<file path="config.mk">
export PLATFORM = sky130hd
export DESIGN_NAME = mdu_seq
export DESIGN_NICKNAME = d
export VERILOG_FILES = /design/src/rtl/mdu_pkg.sv /design/src/rtl/mdu_seq.sv
export SDC_FILE = /design/constraint.sdc
export NUM_CORES = 1
export LEC_CHECK = 0
export CORE_ASPECT_RATIO = 0.8
export CORE_UTILIZATION = 47
export DETAILED_ROUTE_END_ITERATION = 10
export HOLD_SLACK_MARGIN = 0.15
export PLACE_DENSITY = 0.82
export SLEW_MARGIN = 10
export SYNTH_ARGS = -nofsm -noshare
export SYNTH_HDL_FRONTEND = slang
export SYNTH_SLANG_ARGS = --single-unit
</file>
<file path="constraint.sdc">
create_clock -name clock -period 2.6 [get_ports clock]
set_input_delay 0.39 -clock clock [delete_from_list [all_inputs] [get_ports clock]]
set_output_delay 0.39 -clock clock [all_outputs]
set_load 0.01 [all_outputs]
</file>
<file path="src/rtl/mdu_pkg.sv">
// Shared constants and types for the iterative multiply/divide sequencer.
//   ALU function codes used by the loop, op encodings, iteration count,
//   and the sequencer state type.
package mdu_pkg;

    localparam logic [3:0] ALUC_ADD = 4'b0000;
    localparam logic [3:0] ALUC_SUB = 4'b1000;

    localparam logic MDU_MULTU = 1'b0;
    localparam logic MDU_DIVU  = 1'b1;

    localparam int unsigned MDU_ITER  = 32;
    localparam int unsigned CNT_W     = 5;
    localparam logic [CNT_W-1:0] CNT_LAST = CNT_W'(MDU_ITER - 1);

    typedef enum logic {
        IDLE = 1'b0,
        RUN  = 1'b1
    } mdu_state_t;

endpackage

</file>
<file path="src/rtl/mdu_seq.sv">
// Iterative unsigned MULTU/DIVU sequencer driving a shared external 32-bit ALU.
// Ports:
//   clock, reset        : rising-edge clock, synchronous active-high reset
//   start, op, rs, rt   : request pulse (IDLE only), 0=MULTU 1=DIVU, operands
//   busy, done          : iteration-in-progress flag, one-cycle completion pulse
//   hi, lo              : product[63:32]/remainder, product[31:0]/quotient
//   alu_a, alu_b, alu_aluc : operands/function code to the shared ALU
//   alu_s               : combinational ALU result for the current drive
module mdu_seq
    import mdu_pkg::*;
(
    input  logic        clock,
    input  logic        reset,
    input  logic        start,
    input  logic        op,
    input  logic [31:0] rs,
    input  logic [31:0] rt,
    output logic        busy,
    output logic        done,
    output logic [31:0] hi,
    output logic [31:0] lo,
    output logic [31:0] alu_a,
    output logic [31:0] alu_b,
    output logic [3:0]  alu_aluc,
    input  logic [31:0] alu_s
);

    mdu_state_t       state_q, state_n;
    logic [CNT_W-1:0] cnt_q, cnt_n;
    logic [31:0]      opnd_q, opnd_n;
    logic             op_q, op_n;
    logic [31:0]      hi_n, lo_n;
    logic             busy_n, done_n;

    logic [31:0]      sh;
    logic             msb;
    logic             ge;
    logic             carry;

    // State and datapath registers.
    always_ff @(posedge clock) begin
        if (reset) begin
            state_q <= IDLE;
            cnt_q   <= '0;
            opnd_q  <= '0;
            op_q    <= MDU_MULTU;
            hi      <= '0;
            lo      <= '0;
            busy    <= 1'b0;
            done    <= 1'b0;
        end else begin
            state_q <= state_n;
            cnt_q   <= cnt_n;
            opnd_q  <= opnd_n;
            op_q    <= op_n;
            hi      <= hi_n;
            lo      <= lo_n;
            busy    <= busy_n;
            done    <= done_n;
        end
    end

    // Next-state, single iteration step and ALU drive.
    always_comb begin
        state_n  = state_q;
        cnt_n    = cnt_q;
        opnd_n   = opnd_q;
        op_n     = op_q;
        hi_n     = hi;
        lo_n     = lo;
        busy_n   = busy;
        done_n   = 1'b0;
        alu_a    = '0;
        alu_b    = '0;
        alu_aluc = ALUC_ADD;
        sh       = {hi[30:0], lo[31]};
        msb      = hi[31];
        ge       = 1'b0;
        carry    = 1'b0;

        case (state_q)
            IDLE: begin
                if (start) begin
                    op_n    = op;
                    opnd_n  = rt;
                    hi_n    = '0;
                    lo_n    = rs;
                    cnt_n   = '0;
                    busy_n  = 1'b1;
                    state_n = RUN;
                end
            end

            RUN: begin
                if (op_q == MDU_MULTU) begin
                    // Shift-add: the add overflowed iff the sum wrapped below hi.
                    alu_aluc = ALUC_ADD;
                    alu_a    = hi;
                    alu_b    = lo[0] ? opnd_q : 32'd0;
                    carry    = (alu_s < hi);
                    hi_n     = {carry, alu_s[31:1]};
                    lo_n     = {alu_s[0], lo[31:1]};
                end else begin
                    // Restoring divide: msb covers a 33-bit partial remainder.
                    alu_aluc = ALUC_SUB;
                    alu_a    = sh;
                    alu_b    = opnd_q;
                    ge       = msb | (sh >= opnd_q);
                    hi_n     = ge ? alu_s : sh;
                    lo_n     = {lo[30:0], ge};
                end

                cnt_n = cnt_q + CNT_W'(1);
                if (cnt_q == CNT_LAST) begin
                    cnt_n   = '0;
                    busy_n  = 1'b0;
                    done_n  = 1'b1;
                    state_n = IDLE;
                end
            end

            default: begin
                state_n = IDLE;
                busy_n  = 1'b0;
            end
        endcase
    end

endmodule

</file>
* Word level (Yosys, flattened, before mapping)
Index checks and enable logic that the tools add are counted.
** Storage, ports and cells
- Register bits after elaboration :: 105
- Output and inout bits :: 134
- Word-level logic and storage cells :: 43
- Input port bits :: 100
** Operators by class
- Mux-type cells :: 24
- Reduce and logical (&&, ||, !) cells :: 3
- $add $sub $neg :: 1
- Magnitude comparators :: 2
- Equal/unequal tests :: 3
- Bitwise logic cells :: 2
** Operator list (count)
- two-way mux 32 bit :: 10
- case mux 32 bit (2 select lines) :: 2
- greater-or-equal comparator 32 bit :: 1
- < comparator 32 bit :: 1
- two-way mux 5 bit :: 2
- case mux 5 bit (2 select lines) :: 1
- two-way mux 4 bit :: 2
- adder 5 x 1 -> 5 bit, second input constant :: 1
- == test 5 bit, second input constant :: 1
- two-way mux 1 bit :: 5
- case mux 1 bit (2 select lines) :: 2
- AND reduction 2 bit :: 2
- inequality test 2 x 1 -> 1 bit, second input constant :: 1
- inequality test 2 bit, second input constant :: 1
- OR reduction 2 bit :: 1
- NOT 1 bit :: 1
- OR 1 bit :: 1

* Logic depth before layout (Yosys ltp)
- Depth after elaboration :: 5
- Depth in mapped cells :: 10
- Gate-level depth less buffers :: 9

* Worst setup path after synthesis
OpenSTA, ideal clock, no wires.
- Kind :: flip-flop to flip-flop
- Start point :: reg hi[8]
- End point :: reg hi[10]
- Cell stages (with the launch flop) :: 10
- Period minus slack after synthesis :: 2.223 ns
- Data required time :: 2.472 ns
- Data arrival time :: 2.096 ns
- Slack :: 0.377 ns
- Buffers on the path :: 1
- Library setup time :: 0.128 ns
- Cells stage by stage :: dfxtp_1 ha_1 and4_4 a21o_1 a211oi_2 o31ai_2 a21oi_4 buf_8 mux2i_1 o21ai_1
** Between the ends
- Longest elaborated chain between the ends :: 5
** RTL lines
- from (decl) :: RTL line mdu_seq.sv:20 : output logic [31:0] hi,
- from (signal assigned) :: RTL line mdu_seq.sv:56 : hi <= hi_n;
- greater-or-equal comparator 32 bit :: RTL line mdu_seq.sv:108 : ge = msb | (sh >= opnd_q);
- OR 1 bit :: RTL line mdu_seq.sv:108
- two-way mux 32 bit :: RTL line mdu_seq.sv:109 : hi_n = ge ? alu_s : sh;
- two-way mux 32 bit :: RTL line mdu_seq.sv:95 : if (op_q == MDU_MULTU) begin
- case mux 32 bit (2 select lines) :: RTL line mdu_seq.sv:81 : case (state_q)
No other way between the ends.
A chain may end at the register's enable or synchronous reset.

* Worst setup path after layout
- Start point :: reg state_q
- End point :: out alu_b[8]
** Between the ends
- Longest elaborated chain between the ends :: 1
** RTL lines
- from (decl) :: RTL line mdu_seq.sv:28 : mdu_state_t state_q, state_n;
- from (signal assigned) :: RTL line mdu_seq.sv:52 : state_q <= state_n;
- two-way mux 32 bit :: RTL line mdu_seq.sv:81
- to (decl) :: RTL line mdu_seq.sv:23 : output logic [31:0] alu_b,
No other way between the ends.

==> results.md <==
* Outcome: finished with violations
* Failing checks: design-rule violations
* Relative slew margins at 0.4162
* FP Rows at 39
* Max-Cap Viols at 0
* Clock Power Share at 0.299
* Worst r2r src: opnd_q[25]
* Final hold vios at 0
* # port buffers at 230
* Num CTS Buffers at 9
* Mean Syn Cell Area at between 8 and 9 sq um
* Worst Hold Launch: reset
* Skew-Pair Late Insertion Delay at 0.35 ns
* First DRT Iteration DRCs at approximately 370
* Worst Setup Slack, final at 0.1372 ns
* Setup Viol. Count Final at 0
* Seq cells post-synth at 105
* N_diodes at 0
* Clock sink total at 105
* Library cells used by synthesis at 43
* Initial antenna violation count at 0
* Period utilisation layout at 0.9472
* Clock Root Buffer: clkbuf_16
* Critical path arrival at 2.07 ns
* WHS Endpoint: done
* Drt wl/cell at ~17 microns
* Worst slack, placed at -0.006674 ns
* Hold depth at 3
* Synth Instances at 847
* Worst-Margin Slew at 0.8738 ns
* Via count at 6876
* Detail Route Antenna Nets at 0
* Switching Share at 0.3150
* Layout cells sized above 1 at 0.06512
* Sequential element share of the synthesized area at 0.2975
* CTS tree: done
* Crit path launch type: flop
* Worst EP required at 2.21 ns
* RSZ-0062 raised after global routing: false
* First-pass GRT wire length at between 30 and 40 mm
* Yosys warning count at 0
* Fin area at 9960 sq um
* R2r endpoint: hi[6]
* Tot GR Track Use at 0.2702
* Power Total at 4.717 mW
* Max Freq at slightly above 400 MHz
* Setup Crit Path Kind: flop to output port
* GP Congestion at ~0.87
* Global route overflow at 0
* Total wire length at 20.97 mm
* Synthesized area at 7067 sq um
* Reg2Reg Setup Slack at 0.24 ns
* Die footprint at between 15000 and 20000 sq um
* First-pass iteration count of the detailed router at 10
* Floorplan core area at 14490 sq um
* R2R cell count at 10
* Lkg Pwr at about 3.7 nW
* Final setup TNS at 0 ns
* Die X at around 140 microns
* DR DRC count at 15
* Clock Skew at 0.01045 ns
* IO Pins at 234
* Slew Limit Fails at 0
* Final HPWL DP at 15.26 mm
* Initial Util at 0.4876
* Reg clk slew, reported paths at roughly 0.070 ns
* Hold Crit Class: input port to flop
* Worst VDD drop at 0.3789 mV
* Critical Path Fanout Max at 13
* CP Capture Type: output port
* Number of global-route vias before repair at around 6700
* Clk buf depth at 2
* Die Ht at roughly 110 microns
* Final Critical Period at 2.463 ns
* Logic pwr share at 0.313
* Internal Power at 3.231 mW
* Cell area power density at 473.6 nW/um^2
* Area Overhead vs Synth at 40.93%
* Pin count of the biggest net entering global routing at between 70 and 80
* Sequential cell fraction of total power at 0.388
* Placed Area at 9630 sq um
* H-tree depth at 3
* P_sw at 1.486 mW
* Avg Vias per Cell at 5.461
* Layout Nets at 1235
## sequential cells by signal (all words and copies together), names as in the netlist
register  flops
cnt_q         5
state_q       1
opnd_q       32
lo           32
op_q          1
hi           32
done          1
busy          1
## layout make-up
| class | count | area, sq um |
|---|---|---|
| Multi-Input combinational cell | 618 | 4438 |
| Clock inverter | 5 | 45.04 |
| Sequential cell | 105 | 2110 |
| Inverter | 65 | 244.0 |
| Tap cell | 184 | 230.2 |
| Clock buffer | 11 | 264.0 |
| Timing Repair Buffer | 271 | 2629 |
| Fill cell | 1214 | 4533 |
## how the worst max path moves through the flow
stage / start / end / slack [ns] / depth (start not counted)
2_1_floorplan: hi[8] / hi[10] / 0.38 / 9
3_3_place_gp: alu_s[1] / hi[31] / 0.01 / 9
3_5_place_dp: alu_s[1] / hi[31] / -0.007 / 9
4_1_cts: state_q / alu_b[8] / 0.11 / 4
5_1_grt: opnd_q[17] / hi[10] / 0.004 / 10
6_report: state_q / alu_b[8] / 0.14 / 4
## logic make-up after synthesis
group,after synthesis,share of synthesized area
AO/OA/AOI/OAI,223,0.2034
buffers and inverters,126,0.07790
adder cells (fa/ha/maj),65,0.1151
other,1,0.0005307
flip-flops,105,0.2975
multiplexers,95,0.1346
AND/OR/NAND/NOR,232,0.1710
## power by group through the flow
stage          registers (mW)  logic, mW  clock network, mW
6_report                 1.83       1.48               1.41
5_1_grt                  1.85       1.61               1.50
4_1_cts                  1.83       1.45               1.44
3_5_place_dp             1.87       1.45                  0
3_3_place_gp             1.86       1.42                  0
2_1_floorplan            1.88      0.853                  0
## critical path, stage by stage (launching register included)
cell and delay, ns:
dfxtp_4 0.43, o21a_2 0.30, buf_4 0.25, and2_1 0.20, clkdlybuf4s50_1 0.56
## synthesized netlist by cell type, drive strengths merged
| master | count | area (sq um) |
|---|---|---|
| a2111oi | 1 | 8.760 |
| nand2 | 84 | 315.3 |
| mux2i | 95 | 950.9 |
| a21oi | 61 | 316.6 |
| nor2b | 70 | 437.9 |
| a221oi | 1 | 8.760 |
| a41oi | 1 | 8.760 |
| and2 | 34 | 212.7 |
| and4 | 4 | 37.54 |
| o211ai | 4 | 30.03 |
| a211oi | 70 | 530.5 |
| buf | 15 | 107.6 |
| nand4 | 7 | 43.79 |
| o21ai | 43 | 215.2 |
| a31oi | 1 | 6.260 |
| inv | 65 | 244.0 |
| o21a | 3 | 22.52 |
| or3 | 1 | 6.260 |
| dfxtp | 105 | 2102 |
| a22oi | 31 | 232.7 |
| a21o | 5 | 38.79 |
| nor2 | 16 | 60.06 |
| and3 | 1 | 6.260 |
| conb | 1 | 3.750 |
| ha | 65 | 813.3 |
| dlygate4sd3 | 1 | 10.01 |
| nor3 | 2 | 10.01 |
| clkbuf | 45 | 188.9 |
| o31ai | 1 | 12.51 |
| nor3b | 3 | 22.52 |
| nand3 | 5 | 25.02 |
| nor4 | 1 | 6.260 |
| nand2b | 4 | 25.02 |
| o22ai | 1 | 6.260 |
## repair_timing
action | in CTS | in global routing
gates resized for setup | 1 | 1
setup endpoints to repair | 1 | 5
endpoints found under the hold margin | 0 | 0
setup buffers | 0 | 2
hold buffers | 0 | 0
## routing by layer
layer	track usage	vias up	part of all wire
met5	0	-	0
met2	0.4519	227	0.45
met1	0.3621	3209	0.48
met4	0.05778	0	0.0090
met3	0.05032	14	0.059
li1	-	3426	-
## placed cells by master (no fill, tap or decap), drive strengths merged, types with 4 or more instances in the layout
master / instances
o211ai: 4
ha: 65
dfxtp: 105
clkdlybuf4s50: 228
a211oi: 70
inv: 67
and4: 4
clkbuf: 11
a21oi: 61
nand3: 5
nor2: 16
and2: 34
nand2: 84
a21o: 5
mux2i: 95
o21ai: 43
nor2b: 70
a22oi: 31
nand4: 7
buf: 43
nand2b: 4
## stage by stage
stage	cells	util	hold slack (ns)
3_5_place_dp	1241	0.6645	0.4610
6_report	1259	0.6872	0.4192
2_1_floorplan	849	-	0.4447
4_1_cts	1257	0.6859	0.4102
3_3_place_gp	1241	0.6645	0.4534
5_1_grt	1259	0.6872	0.4178
Power figures use the tool's default switching activity.
